--- config.mk ---
export PLATFORM = sky130hd
export DESIGN_NAME = multicycle_ctrl
export DESIGN_NICKNAME = d
export VERILOG_FILES = /design/src/rtl/cpu_ctrl_pkg.sv /design/src/rtl/mc_ctrl_watchdog.sv /design/src/rtl/multicycle_ctrl.sv
export SDC_FILE = /design/constraint.sdc
export NUM_CORES = 1
export LEC_CHECK = 0
export BUFFER_PORTS_ARGS = -buffer_cell sky130_fd_sc_hd__buf_2
export CAP_MARGIN = 20
export CORE_MARGIN = 1.5
export CORE_UTILIZATION = 42
export CTS_CLUSTER_DIAMETER = 120
export DETAILED_ROUTE_END_ITERATION = 16
export GPL_TIMING_DRIVEN = 0
export PLACE_DENSITY_LB_ADDON = 0.2
export SLEW_MARGIN = 20
export SYNTH_ARGS = -nofsm -noshare
export SYNTH_HDL_FRONTEND = slang
export SYNTH_SLANG_ARGS = --single-unit
--- constraint.sdc ---
create_clock -name clk_i -period 5.6 [get_ports clk_i]
set_clock_uncertainty 0.1 [all_clocks]
set_input_delay 0.56 -clock clk_i [delete_from_list [all_inputs] [get_ports clk_i]]
set_output_delay 0.56 -clock clk_i [all_outputs]
set_load 0.02 [all_outputs]
--- src/rtl/cpu_ctrl_pkg.sv ---
// Shared definitions for the multicycle CPU control unit: FSM state
// encoding, instruction field constants and datapath select encodings.
package cpu_ctrl_pkg;

  typedef enum logic [2:0] {
    ST_FETCH  = 3'd0,
    ST_DECODE = 3'd1,
    ST_EXEC   = 3'd2,
    ST_MEM    = 3'd3,
    ST_WB     = 3'd4,
    ST_ERR    = 3'd7
  } state_e;

  // Opcodes (IR[31:26])
  localparam logic [5:0] OP_RTYPE = 6'b000000;
  localparam logic [5:0] OP_J     = 6'b000010;
  localparam logic [5:0] OP_JAL   = 6'b000011;
  localparam logic [5:0] OP_BEQ   = 6'b000100;
  localparam logic [5:0] OP_BNE   = 6'b000101;
  localparam logic [5:0] OP_ADDI  = 6'b001000;
  localparam logic [5:0] OP_LW    = 6'b100011;
  localparam logic [5:0] OP_SW    = 6'b101011;

  // Funct field (IR[5:0])
  localparam logic [5:0] FUNCT_JR = 6'b001000;

  // PC source select
  localparam logic [1:0] PC_SRC_PC4    = 2'b00;
  localparam logic [1:0] PC_SRC_BRANCH = 2'b01;
  localparam logic [1:0] PC_SRC_JUMP   = 2'b10;
  localparam logic [1:0] PC_SRC_RS     = 2'b11;

  // Register file destination select
  localparam logic [1:0] REG_DST_RT  = 2'b00;
  localparam logic [1:0] REG_DST_RD  = 2'b01;
  localparam logic [1:0] REG_DST_R31 = 2'b10;

  // Register file write-data select
  localparam logic [1:0] MEM_TO_REG_ALU = 2'b00;
  localparam logic [1:0] MEM_TO_REG_MEM = 2'b01;
  localparam logic [1:0] MEM_TO_REG_PC4 = 2'b10;

  // ALU operation select
  localparam logic [2:0] ALU_OP_ADD   = 3'b000;
  localparam logic [2:0] ALU_OP_SUB   = 3'b001;
  localparam logic [2:0] ALU_OP_FUNCT = 3'b010;

  // Opcodes that continue from DECODE into EXEC
  function automatic logic is_exec_op(input logic [5:0] op);
    logic r;
    case (op)
      OP_RTYPE, OP_ADDI, OP_LW, OP_SW, OP_BEQ, OP_BNE: r = 1'b1;
      default:                                         r = 1'b0;
    endcase
    return r;
  endfunction

endpackage

--- src/rtl/mc_ctrl_watchdog.sv ---
// Memory-wait watchdog. Counts consecutive wait cycles and flags expiry on
// the cycle that would reach TIMEOUT, so the FSM leaves on the next edge.
// A ready cycle never counts as a wait, so a late ready always wins.
// TIMEOUT = 0 disables the watchdog entirely.
module mc_ctrl_watchdog #(
  parameter int unsigned TIMEOUT = 255
) (
  input  logic clk_i,
  input  logic clear_i,
  input  logic waiting_i,
  output logic expired_o
);

  localparam int unsigned CW = (TIMEOUT < 2) ? 1 : $clog2(TIMEOUT + 1);
  localparam logic [CW-1:0] LAST = (TIMEOUT == 0) ? '0 : CW'(TIMEOUT - 1);
  localparam logic WD_EN = (TIMEOUT != 0);

  logic [CW-1:0] r_count;

  // Wait-cycle counter: cleared on state entry or reset, advances while waiting
  always_ff @(posedge clk_i) begin
    if (clear_i) begin
      r_count <= '0;
    end else if (waiting_i && WD_EN) begin
      r_count <= r_count + CW'(1);
    end else begin
      r_count <= r_count;
    end
  end

  assign expired_o = WD_EN && waiting_i && (r_count == LAST);

endmodule

--- src/rtl/multicycle_ctrl.sv ---
// Multicycle MIPS-style control FSM. Control outputs are decoded
// combinationally from the current state and instruction fields.
// Optional feature: define MULTICYCLE_CTRL_PERF_EN to add retired_cnt_o,
// a wrapping count of completed instructions.
module multicycle_ctrl
  import cpu_ctrl_pkg::*;
#(
  parameter int unsigned TIMEOUT = 255
) (
  input  logic       clk_i,
  input  logic       rst_i,
  input  logic [5:0] instr_op_i,
  input  logic [5:0] funct_i,
  input  logic       zero_i,
  input  logic       mem_ready_i,
  output logic       pc_write_o,
  output logic [1:0] pc_src_o,
  output logic       ir_write_o,
  output logic       iord_o,
  output logic       mem_read_o,
  output logic       mem_write_o,
  output logic       reg_write_o,
  output logic [1:0] reg_dst_o,
  output logic [1:0] mem_to_reg_o,
  output logic       alu_src_b_o,
  output logic [2:0] alu_op_o,
  output logic [2:0] state_o,
  output logic       err_o
`ifdef MULTICYCLE_CTRL_PERF_EN
  ,
  output logic [31:0] retired_cnt_o
`endif
);

  state_e     r_state;
  state_e     w_state_next;
  logic       w_pc_write;
  logic [1:0] w_pc_src;
  logic       w_ir_write;
  logic       w_iord;
  logic       w_mem_read;
  logic       w_mem_write;
  logic       w_reg_write;
  logic [1:0] w_reg_dst;
  logic [1:0] w_mem_to_reg;
  logic       w_alu_src_b;
  logic [2:0] w_alu_op;
  logic       w_is_jr;
  logic       w_waiting;
  logic       w_wd_clear;
  logic       w_expired;

  assign w_is_jr = (instr_op_i == OP_RTYPE) && (funct_i == FUNCT_JR);

  // Watchdog counts only memory-wait cycles and restarts on every state entry
  assign w_waiting  = ((r_state == ST_FETCH) || (r_state == ST_MEM)) && !mem_ready_i;
  assign w_wd_clear = rst_i || (w_state_next != r_state);

  mc_ctrl_watchdog #(
    .TIMEOUT (TIMEOUT)
  ) u_watchdog (
    .clk_i     (clk_i),
    .clear_i   (w_wd_clear),
    .waiting_i (w_waiting),
    .expired_o (w_expired)
  );

  // State register
  always_ff @(posedge clk_i) begin
    if (rst_i) begin
      r_state <= ST_FETCH;
    end else begin
      r_state <= w_state_next;
    end
  end

  // Next-state and control decode
  always_comb begin
    w_state_next = r_state;
    w_pc_write   = 1'b0;
    w_pc_src     = PC_SRC_PC4;
    w_ir_write   = 1'b0;
    w_iord       = 1'b0;
    w_mem_read   = 1'b0;
    w_mem_write  = 1'b0;
    w_reg_write  = 1'b0;
    w_reg_dst    = REG_DST_RT;
    w_mem_to_reg = MEM_TO_REG_ALU;
    w_alu_src_b  = 1'b0;
    w_alu_op     = ALU_OP_ADD;

    case (r_state)
      ST_FETCH: begin
        w_mem_read = 1'b1;
        if (mem_ready_i) begin
          w_ir_write   = 1'b1;
          w_pc_write   = 1'b1;
          w_state_next = ST_DECODE;
        end else if (w_expired) begin
          w_state_next = ST_ERR;
        end else begin
          w_state_next = ST_FETCH;
        end
      end

      ST_DECODE: begin
        if (instr_op_i == OP_J) begin
          w_pc_write   = 1'b1;
          w_pc_src     = PC_SRC_JUMP;
          w_state_next = ST_FETCH;
        end else if (instr_op_i == OP_JAL) begin
          w_pc_write   = 1'b1;
          w_pc_src     = PC_SRC_JUMP;
          w_reg_write  = 1'b1;
          w_reg_dst    = REG_DST_R31;
          w_mem_to_reg = MEM_TO_REG_PC4;
          w_state_next = ST_FETCH;
        end else if (w_is_jr) begin
          w_pc_write   = 1'b1;
          w_pc_src     = PC_SRC_RS;
          w_state_next = ST_FETCH;
        end else if (is_exec_op(instr_op_i)) begin
          w_state_next = ST_EXEC;
        end else begin
          w_state_next = ST_ERR;
        end
      end

      ST_EXEC: begin
        case (instr_op_i)
          OP_RTYPE: begin
            w_alu_op     = ALU_OP_FUNCT;
            w_state_next = ST_WB;
          end
          OP_ADDI: begin
            w_alu_op     = ALU_OP_ADD;
            w_alu_src_b  = 1'b1;
            w_state_next = ST_WB;
          end
          OP_LW, OP_SW: begin
            w_alu_op     = ALU_OP_ADD;
            w_alu_src_b  = 1'b1;
            w_state_next = ST_MEM;
          end
          OP_BEQ: begin
            w_alu_op     = ALU_OP_SUB;
            w_pc_src     = PC_SRC_BRANCH;
            w_pc_write   = zero_i;
            w_state_next = ST_FETCH;
          end
          OP_BNE: begin
            w_alu_op     = ALU_OP_SUB;
            w_pc_src     = PC_SRC_BRANCH;
            w_pc_write   = !zero_i;
            w_state_next = ST_FETCH;
          end
          default: begin
            w_state_next = ST_ERR;
          end
        endcase
      end

      ST_MEM: begin
        w_iord = 1'b1;
        if (instr_op_i == OP_LW) begin
          w_mem_read = 1'b1;
        end else if (instr_op_i == OP_SW) begin
          w_mem_write = 1'b1;
        end else begin
          w_mem_read = 1'b0;
        end
        if ((instr_op_i != OP_LW) && (instr_op_i != OP_SW)) begin
          w_state_next = ST_ERR;
        end else if (mem_ready_i) begin
          w_state_next = (instr_op_i == OP_LW) ? ST_WB : ST_FETCH;
        end else if (w_expired) begin
          w_state_next = ST_ERR;
        end else begin
          w_state_next = ST_MEM;
        end
      end

      ST_WB: begin
        w_reg_write  = 1'b1;
        w_state_next = ST_FETCH;
        case (instr_op_i)
          OP_RTYPE: w_reg_dst = REG_DST_RD;
          OP_ADDI:  w_reg_dst = REG_DST_RT;
          OP_LW:    w_mem_to_reg = MEM_TO_REG_MEM;
          default: begin
            w_reg_write  = 1'b0;
            w_state_next = ST_ERR;
          end
        endcase
      end

      ST_ERR: begin
        w_state_next = ST_ERR;
      end

      default: begin
        w_state_next = ST_ERR;
      end
    endcase
  end

  // Strobes are held low while reset is asserted
  assign pc_write_o   = w_pc_write  & ~rst_i;
  assign ir_write_o   = w_ir_write  & ~rst_i;
  assign mem_read_o   = w_mem_read  & ~rst_i;
  assign mem_write_o  = w_mem_write & ~rst_i;
  assign reg_write_o  = w_reg_write & ~rst_i;
  assign pc_src_o     = w_pc_src;
  assign iord_o       = w_iord;
  assign reg_dst_o    = w_reg_dst;
  assign mem_to_reg_o = w_mem_to_reg;
  assign alu_src_b_o  = w_alu_src_b;
  assign alu_op_o     = w_alu_op;
  assign state_o      = r_state;
  assign err_o        = (r_state == ST_ERR);

`ifdef MULTICYCLE_CTRL_PERF_EN
  logic        w_retire;
  logic [31:0] r_retired;

  assign w_retire = (r_state inside {ST_DECODE, ST_EXEC, ST_MEM, ST_WB}) &&
                    (w_state_next == ST_FETCH);

  // Retired-instruction counter, wraps naturally at 2^32
  always_ff @(posedge clk_i) begin
    if (rst_i) begin
      r_retired <= 32'd0;
    end else if (w_retire) begin
      r_retired <= r_retired + 32'd1;
    end else begin
      r_retired <= r_retired;
    end
  end

  assign retired_cnt_o = r_retired;
`endif

endmodule

==> results of run 1 <==
layer usage:
layer | track usage | vias to the layer above
met2 | 0.293 | 45
met4 | 0.0125 | 0
li1 | - | 587
met3 | 0.0500 | 0
met5 | 0 | -
met1 | 0.303 | 558
critical path, stage by stage:
cell	delay, ns
sky130_fd_sc_hd__buf_2	0.10
sky130_fd_sc_hd__buf_2	0.17
sky130_fd_sc_hd__nor4_2	0.22
sky130_fd_sc_hd__nand4_1	0.19
sky130_fd_sc_hd__a21boi_0	0.27
sky130_fd_sc_hd__o211a_1	0.19
sky130_fd_sc_hd__buf_2	0.15
logic make-up (layout without fill, tap and decap cells):
family,count (synthesis),after routing,synth area share
AND/OR/NAND/NOR,74,74,0.400
adder cells (fa/ha/maj),2,2,0.0227
AO/OA/AOI/OAI,27,27,0.220
buffers and inverters,15,50,0.0796
other,1,1,0.00341
XOR/XNOR,8,8,0.0637
flip-flops,11,11,0.200
multiplexers,1,1,0.0102
synth_stat cells (2+ instances only):
cell,instances
sky130_fd_sc_hd__a211oi_1,2
sky130_fd_sc_hd__a21oi_1,6
sky130_fd_sc_hd__a31oi_1,2
sky130_fd_sc_hd__and3_1,2
sky130_fd_sc_hd__and4_1,2
sky130_fd_sc_hd__buf_2,4
sky130_fd_sc_hd__buf_4,3
sky130_fd_sc_hd__buf_6,2
sky130_fd_sc_hd__dfxtp_1,11
sky130_fd_sc_hd__ha_1,2
sky130_fd_sc_hd__inv_1,6
sky130_fd_sc_hd__nand2_1,10
sky130_fd_sc_hd__nand2b_1,3
sky130_fd_sc_hd__nand3_1,5
sky130_fd_sc_hd__nand4_1,6
sky130_fd_sc_hd__nor2_1,18
sky130_fd_sc_hd__nor3_1,8
sky130_fd_sc_hd__nor4_1,2
sky130_fd_sc_hd__o2111ai_1,2
sky130_fd_sc_hd__o211a_1,2
sky130_fd_sc_hd__o21ai_0,2
sky130_fd_sc_hd__or4_1,2
sky130_fd_sc_hd__xnor2_1,4
sky130_fd_sc_hd__xor2_1,4
worst max-delay path by stage:
stage	to	slack [ns]
3_3_place_gp	u_watchdog.r_count[7]	3.11
2_1_floorplan	pc_write_o	2.83
6_report	pc_write_o	3.08
5_1_grt	pc_write_o	2.90
4_1_cts	pc_write_o	3.09
3_5_place_dp	u_watchdog.r_count[0]	3.09
flip-flops by register name, indices dropped and copies added, names as in the netlist:
register	cells
state_o	3
u_watchdog.r_count	8
report_power, final:
group          switching, uW  total (uW)  internal [uW]
sequential              12.5         104           91.4
clock                   25.4        53.0           27.6
combinational            203         326            123
stage by stage:
step           instances  total power [uW]
5_1_grt              204               514
2_1_floorplan        139               358
3_3_place_gp         200               428
6_report             204               483
4_1_cts              204               484
3_5_place_dp         200               430
cell type report:
type	count	share of cell area
plain buffers	9	0.0493
clock buffers	4	0.0199
inverters	6	0.0171
multi-input cells	113	0.601
flip-flops and latches	11	0.167
well taps	30	0.0285
repair buffers	31	0.118
layout by cell type, fill, tap and decap left out, drive strengths merged, types with 2 or more instances in the layout:
cell	count
o41ai	2
nand2b	3
a31oi	2
nor3b	3
or4	2
and4	2
nor3	9
ha	2
clkbuf	4
nor2b	2
nand2	10
o211a	2
o21ai	4
xnor2	4
inv	6
nor2	18
nand4	6
nor4	3
xor2	4
o2111ai	2
buf	40
nand3	5
a211oi	2
dfxtp	11
and3	2
a21oi	6
==> results.yml, run 1 <==
outcome:
  outcome: "complete, no violations"
floorplanning:
  die-area_sq_um: 2930
  initial_utilization: 0.444
  floorplan.core_area_sq_um: 2480
  chipWidth_microns: 54.2
  placement_rows: 18
  fp.dieH_microns: 54.2
  ios: 36
global_route:
  grt_max_degree: 11
  first_global_vias: 955
  grt_antenna_before_repair: 0
  first_pass_grt_wire_length_microns: 4360
  grt_usage: 0.200
  gr-total-overflow: 0
worst_setup_path:
  crit_fanout: 10
  crit_path_capture_type: "output pin"
  crit_path_start: "instr_op_i[3]"
  critPathLaunchType: "input port"
  critical_path.reg2reg.startpoint: "u_watchdog.r_count[0]"
  r2r.worst_path.cells: 8
  req_time_crit_path_ns: 4.94
  r2r_setup_slack_ns: 3.39
  critPathKind: "input port to output pin"
  regToRegEndpoint: "u_watchdog.r_count[0]"
  arrival_ns: 1.86
drt:
  post-route-drc-count: 0
  route.vias.total: 1190
  route.layer.met1.wl_microns: 1350
  met3_length_microns: 196
  post_drt_wl_per_cell_microns: 13.5
  drt-vias-per-instance: 5.83
  final_routed_wirelength_microns: 2750
  drt_iter0_markers: 43
  top_signal_layer_used: "met3"
  route.met2.wl_microns: 1200
  drt-pass1-iter-count: 4
  final_antenna_net_count: 0
placed_design:
  detailed_placement_wirelength_estimate_microns: 2160
  placement.setup.worst_slack_ns: 3.09
  placement.cell_area_sq_um: 1290
  io_buffer_count: 31
  gp_congestion: 0.827
timing:
  period_share: 0.450
  fmax_mhz: 397
  final_hold_viol_count: 0
  timing.setup.tns_ns: 0
  final_max_slew_violation_count: 0
  timing_worst_slew_pin_value_ns: 0.542
  final.hold.worst_slack_ns: 0.414
  finalSetupViolCount: 0
  timing.max_slew.rel_slack: 0.635
  unrepaired_setup_endpoints_after_global_routing: "false"
  setup_ws_post_layout_ns: 3.08
  final_period_minus_worst_setup_slack_ns: 2.52
yosys:
  synth_top_cells_by_area: "sky130_fd_sc_hd__dfxtp_1 20%, sky130_fd_sc_hd__nor2_1 6.1%, sky130_fd_sc_hd__nor3_1 3.6%, sky130_fd_sc_hd__nand2_1 3.4%, sky130_fd_sc_hd__nand4_1 3.4%"
  seq_area_frac_synth: 0.200
  yosys_warnings: 0
  top_flip_flop_cell_by_instance_count_after_synthesis: "sky130_fd_sc_hd__dfxtp_1"
  synth_largest_area_cell: "sky130_fd_sc_hd__dfxtp_1"
  post_synth_inst_count: 139
  async_flop_share: 0
  synth-edff-count: 0
  post_synthesis_cell_area_sq_um: 1100
  syn-num-nets: 157
  count_of_unique_library_cells_instantiated_by_yosys: 53
  synth.avg_cell_area_sq_um: 7.91
  yosysTopAreaCellShare: 0.200
  synth_seq_cells: 11
finish:
  nFillCells: 271
  num-nets-final: 193
  antenna-diode-count: 0
  final_util: 0.532
  drive_gt1_frac: 0.316
  multiInputGateArea_sq_um: 792
  area.sequential_sq_um: 220
  syn2layout_area_growth_pct: 19.9
  stdcell_area_sq_um: 1320
clock_tree:
  cts.path.max_buffers: 2
  number_of_cts_inserted_buffers: 3
  root_buffer_cell: "sky130_fd_sc_hd__clkbuf_4"
  worstSkewPairLatency_ns: 0.27
  ctsResizeCount: 0
  cts_setup_buffers: 0
  clock_sinks: 11
  clk_transition_reported_paths_ns: 0.06
  cts_max_level: 1
  cts_hold_repair.buffers: 0
  cts_tree: "yes"
pwr:
  leakage_component_of_the_power_uw: 0.000567
  max-vdd-ir-drop_uv: 313
  total_power_per_unit_cell_area_nw_per_um2: 366
hold_path:
  min_delay_path_depth: 2
  hold-path-endpoint: "u_watchdog.r_count[5]"
  hp-start: "u_watchdog.r_count[5]"
  hold_path_class: "flip-flop to flip-flop"
run:
  cap_viol_max_count: 0
(Power assumes the default switching activity.)
==> run 2: changes to the inputs <==
- clock period: 5.6 -> 2.4 ns (I/O delays scaled with it)
==> run 2 against run 1 <==
  * Setup slack lost 2.9 ns
  * Critical path depth is the same
  * Global-route usage is the same
  * Non-clock buffer count grew 1
  * Utilization grew 0.30 points
  * Count of clock-buffer cells in the layout is the same
  * Register-to-register slack lost 3.2 ns
  * Sequential power grew 130%
  * Power grew 140%
  * Flip-flop and latch count is the same
  * Sequential share of layout area shrank 0.095 points
  * Largest cell class unchanged
  * Highest routed layer unchanged
==> results.yml, run 2 (synthesis gave the netlist of run 1 again) <==
clock_tree:
  cts_max_level: 1
  number_of_cts_inserted_buffers: 3
  clock_sinks: 11
  root_buffer_cell: "sky130_fd_sc_hd__clkbuf_4"
  cts_tree: "yes"
  clk_transition_reported_paths_ns: 0.06
  cts.path.max_buffers: 2
  worstSkewPairLatency_ns: 0.27
  ctsResizeCount: 0
pwr:
  max-vdd-ir-drop_uv: 870
  total_power_per_unit_cell_area_nw_per_um2: 859
  share_seq_of_total_power: 0.213
  leakage_component_of_the_power_uw: 0.000571
  switching_power_uw: 562
  combinational_group_share_of_total_power: 0.679
  pwr-share-clk: 0.108
  p_int_uw: 577
  netSwitchingFraction: 0.494
placed_design:
  detailed_placement_wirelength_estimate_microns: 2160
  total_instance_count_after_detailed_placement: 200
  placement.setup.worst_slack_ns: 0.184
  gp_congestion: 0.827
  io_buffer_count: 31
global_route:
  gr-usage-met1: 0.303
  use_met3: 0.0500
  first_pass_grt_wire_length_microns: 4360
  grt_usage: 0.200
  grt_antenna_before_repair: 0
  grt_max_degree: 11
  grt-busiest-layer: "met1"
  gr-total-overflow: 0
  grtUsageMet2: 0.293
  first_global_vias: 955
floorplanning:
  ios: 36
  placement_rows: 18
  die-area_sq_um: 2930
  floorplan.core_area_sq_um: 2480
  initial_utilization: 0.444
  chipWidth_microns: 54.2
  fp.dieH_microns: 54.2
worst_setup_path:
  crit_fanout: 10
  cpPeakStageDelay_ns: 0.34
  cp_common_cell: "sky130_fd_sc_hd__nor2_1"
  arrival_ns: 2.25
  req_time_crit_path_ns: 2.47
  critical-path-slowest-cell: "sky130_fd_sc_hd__o41ai_4"
  critPathTopFamily: "compound AO/OA/AOI/OAI gates"
  critPathKind: "flip-flop to flip-flop"
  critPathLaunchType: "flip-flop"
  timing.critical_path.cells: "buf_6, nor2_1, o211a_1, nor2_1, o41ai_4, o21ai_2, a2111oi_4"
  crit_path_capture_type: "flip-flop"
  critical_path_buf_inv_count: 1
timing:
  period_share: 0.907
  unrepaired_setup_endpoints_after_global_routing: "false"
  timing.setup.tns_ns: 0
  final_period_minus_worst_setup_slack_ns: 2.18
  timing.max_slew.rel_slack: 0.649
  fmax_mhz: 459
  final_max_slew_violation_count: 0
  final_hold_viol_count: 0
  finalSetupViolCount: 0
  timing_worst_slew_pin_value_ns: 0.521
  setup_ws_post_layout_ns: 0.223
drt:
  drt-pass1-iter-count: 4
  final_antenna_net_count: 0
  route.vias.total: 1187
  post-route-drc-count: 0
  final_routed_wirelength_microns: 2750
  drt_iter0_markers: 50
  post_drt_wl_per_cell_microns: 13.4
  drt-vias-per-instance: 5.79
finish:
  syn2layout_area_growth_pct: 20.6
  largest_register_ffs: 8
  registers.top_by_ff_count: "u_watchdog.r_count"
  drive_gt1_frac: 0.320
  num-nets-final: 194
  fin_cells: 205
  most_common_library_cell_in_the_layout_ignoring_fill_and_taps: "sky130_fd_sc_hd__buf_2"
  antenna-diode-count: 0
  commonest_cells_after_routing_fill_and_taps_aside: "35 x sky130_fd_sc_hd__buf_2, 18 x sky130_fd_sc_hd__nor2_1, 11 x sky130_fd_sc_hd__dfxtp_1"
hold_path:
  hold_path_class: "input port to flip-flop"
outcome:
  outcome: "complete, no violations"
run:
  cap_viol_max_count: 0
[run 2: cell count changes in the layout (fill, tap and decap cells not counted)]
| cell | previous run | this run |
|---|---|---|
| sky130_fd_sc_hd__buf_4 | 3 | 4 |
[run 2: power by group through the flow]
stage / Sequential [uW] / Combinational, uW / Clock, uW
after floorplan: 270 / 565 / 0
after global placement: 244 / 754 / 0
after detailed placement: 246 / 756 / 0
after CTS: 242 / 759 / 127
after global routing: 245 / 832 / 138
final: 242 / 773 / 123
[run 2: per-stage QoR]
step,hold slack (ns),power [uW],area (sq um),util
final,0.141,1140,1330,0.535
after global placement,0.376,998,1290,0.522
after floorplan,0.209,835,1100,-
after global routing,0.133,1220,1330,0.535
after CTS,0.126,1130,1320,0.532
after detailed placement,0.393,1000,1290,0.522
[run 2: final timing paths]
kind	startpoint	end	slack [ns]	depth (start not counted)
min reg2reg	u_watchdog.r_count[5]	u_watchdog.r_count[5]	0.41	2
max	state_o[1]	u_watchdog.r_count[1]	0.22	7
min	rst_i	state_o[2]	0.14	2
max reg2reg	state_o[1]	u_watchdog.r_count[1]	0.22	7
[run 2: timing repair]
item / in CTS / in global routing
setup buffers: 0 / 1
endpoints found under the setup margin: 0 / 6
hold buffers: 0 / 0
[run 2: area by class of cell]
class | instances | area, sq um
buffer | 9 | 65.1
tap | 30 | 37.5
clock buffer | 4 | 26.3
multi-input combinational | 113 | 792
fill | 269 | 1150
timing repair buffer | 32 | 163
sequential | 11 | 220
inverter | 6 | 22.5
[run 2: per-layer routing]
layer | share of wire | wire length, microns | up-vias
li1 | - | - | 589
met1 | 0.49 | 1360 | 551
met2 | 0.43 | 1180 | 47
met3 | 0.076 | 210 | 0
met4 | 0 | 0 | 0
met5 | 0 | 0 | -
[run 2: worst register-to-register path, cell delays in order (launching register included)]
cell and delay [ns]:
sky130_fd_sc_hd__dfxtp_1 0.32, sky130_fd_sc_hd__buf_6 0.14, sky130_fd_sc_hd__nor2_1 0.34, sky130_fd_sc_hd__o211a_1 0.23, sky130_fd_sc_hd__nor2_1 0.09, sky130_fd_sc_hd__o41ai_4 0.34
sky130_fd_sc_hd__o21ai_2 0.19, sky130_fd_sc_hd__a2111oi_4 0.33
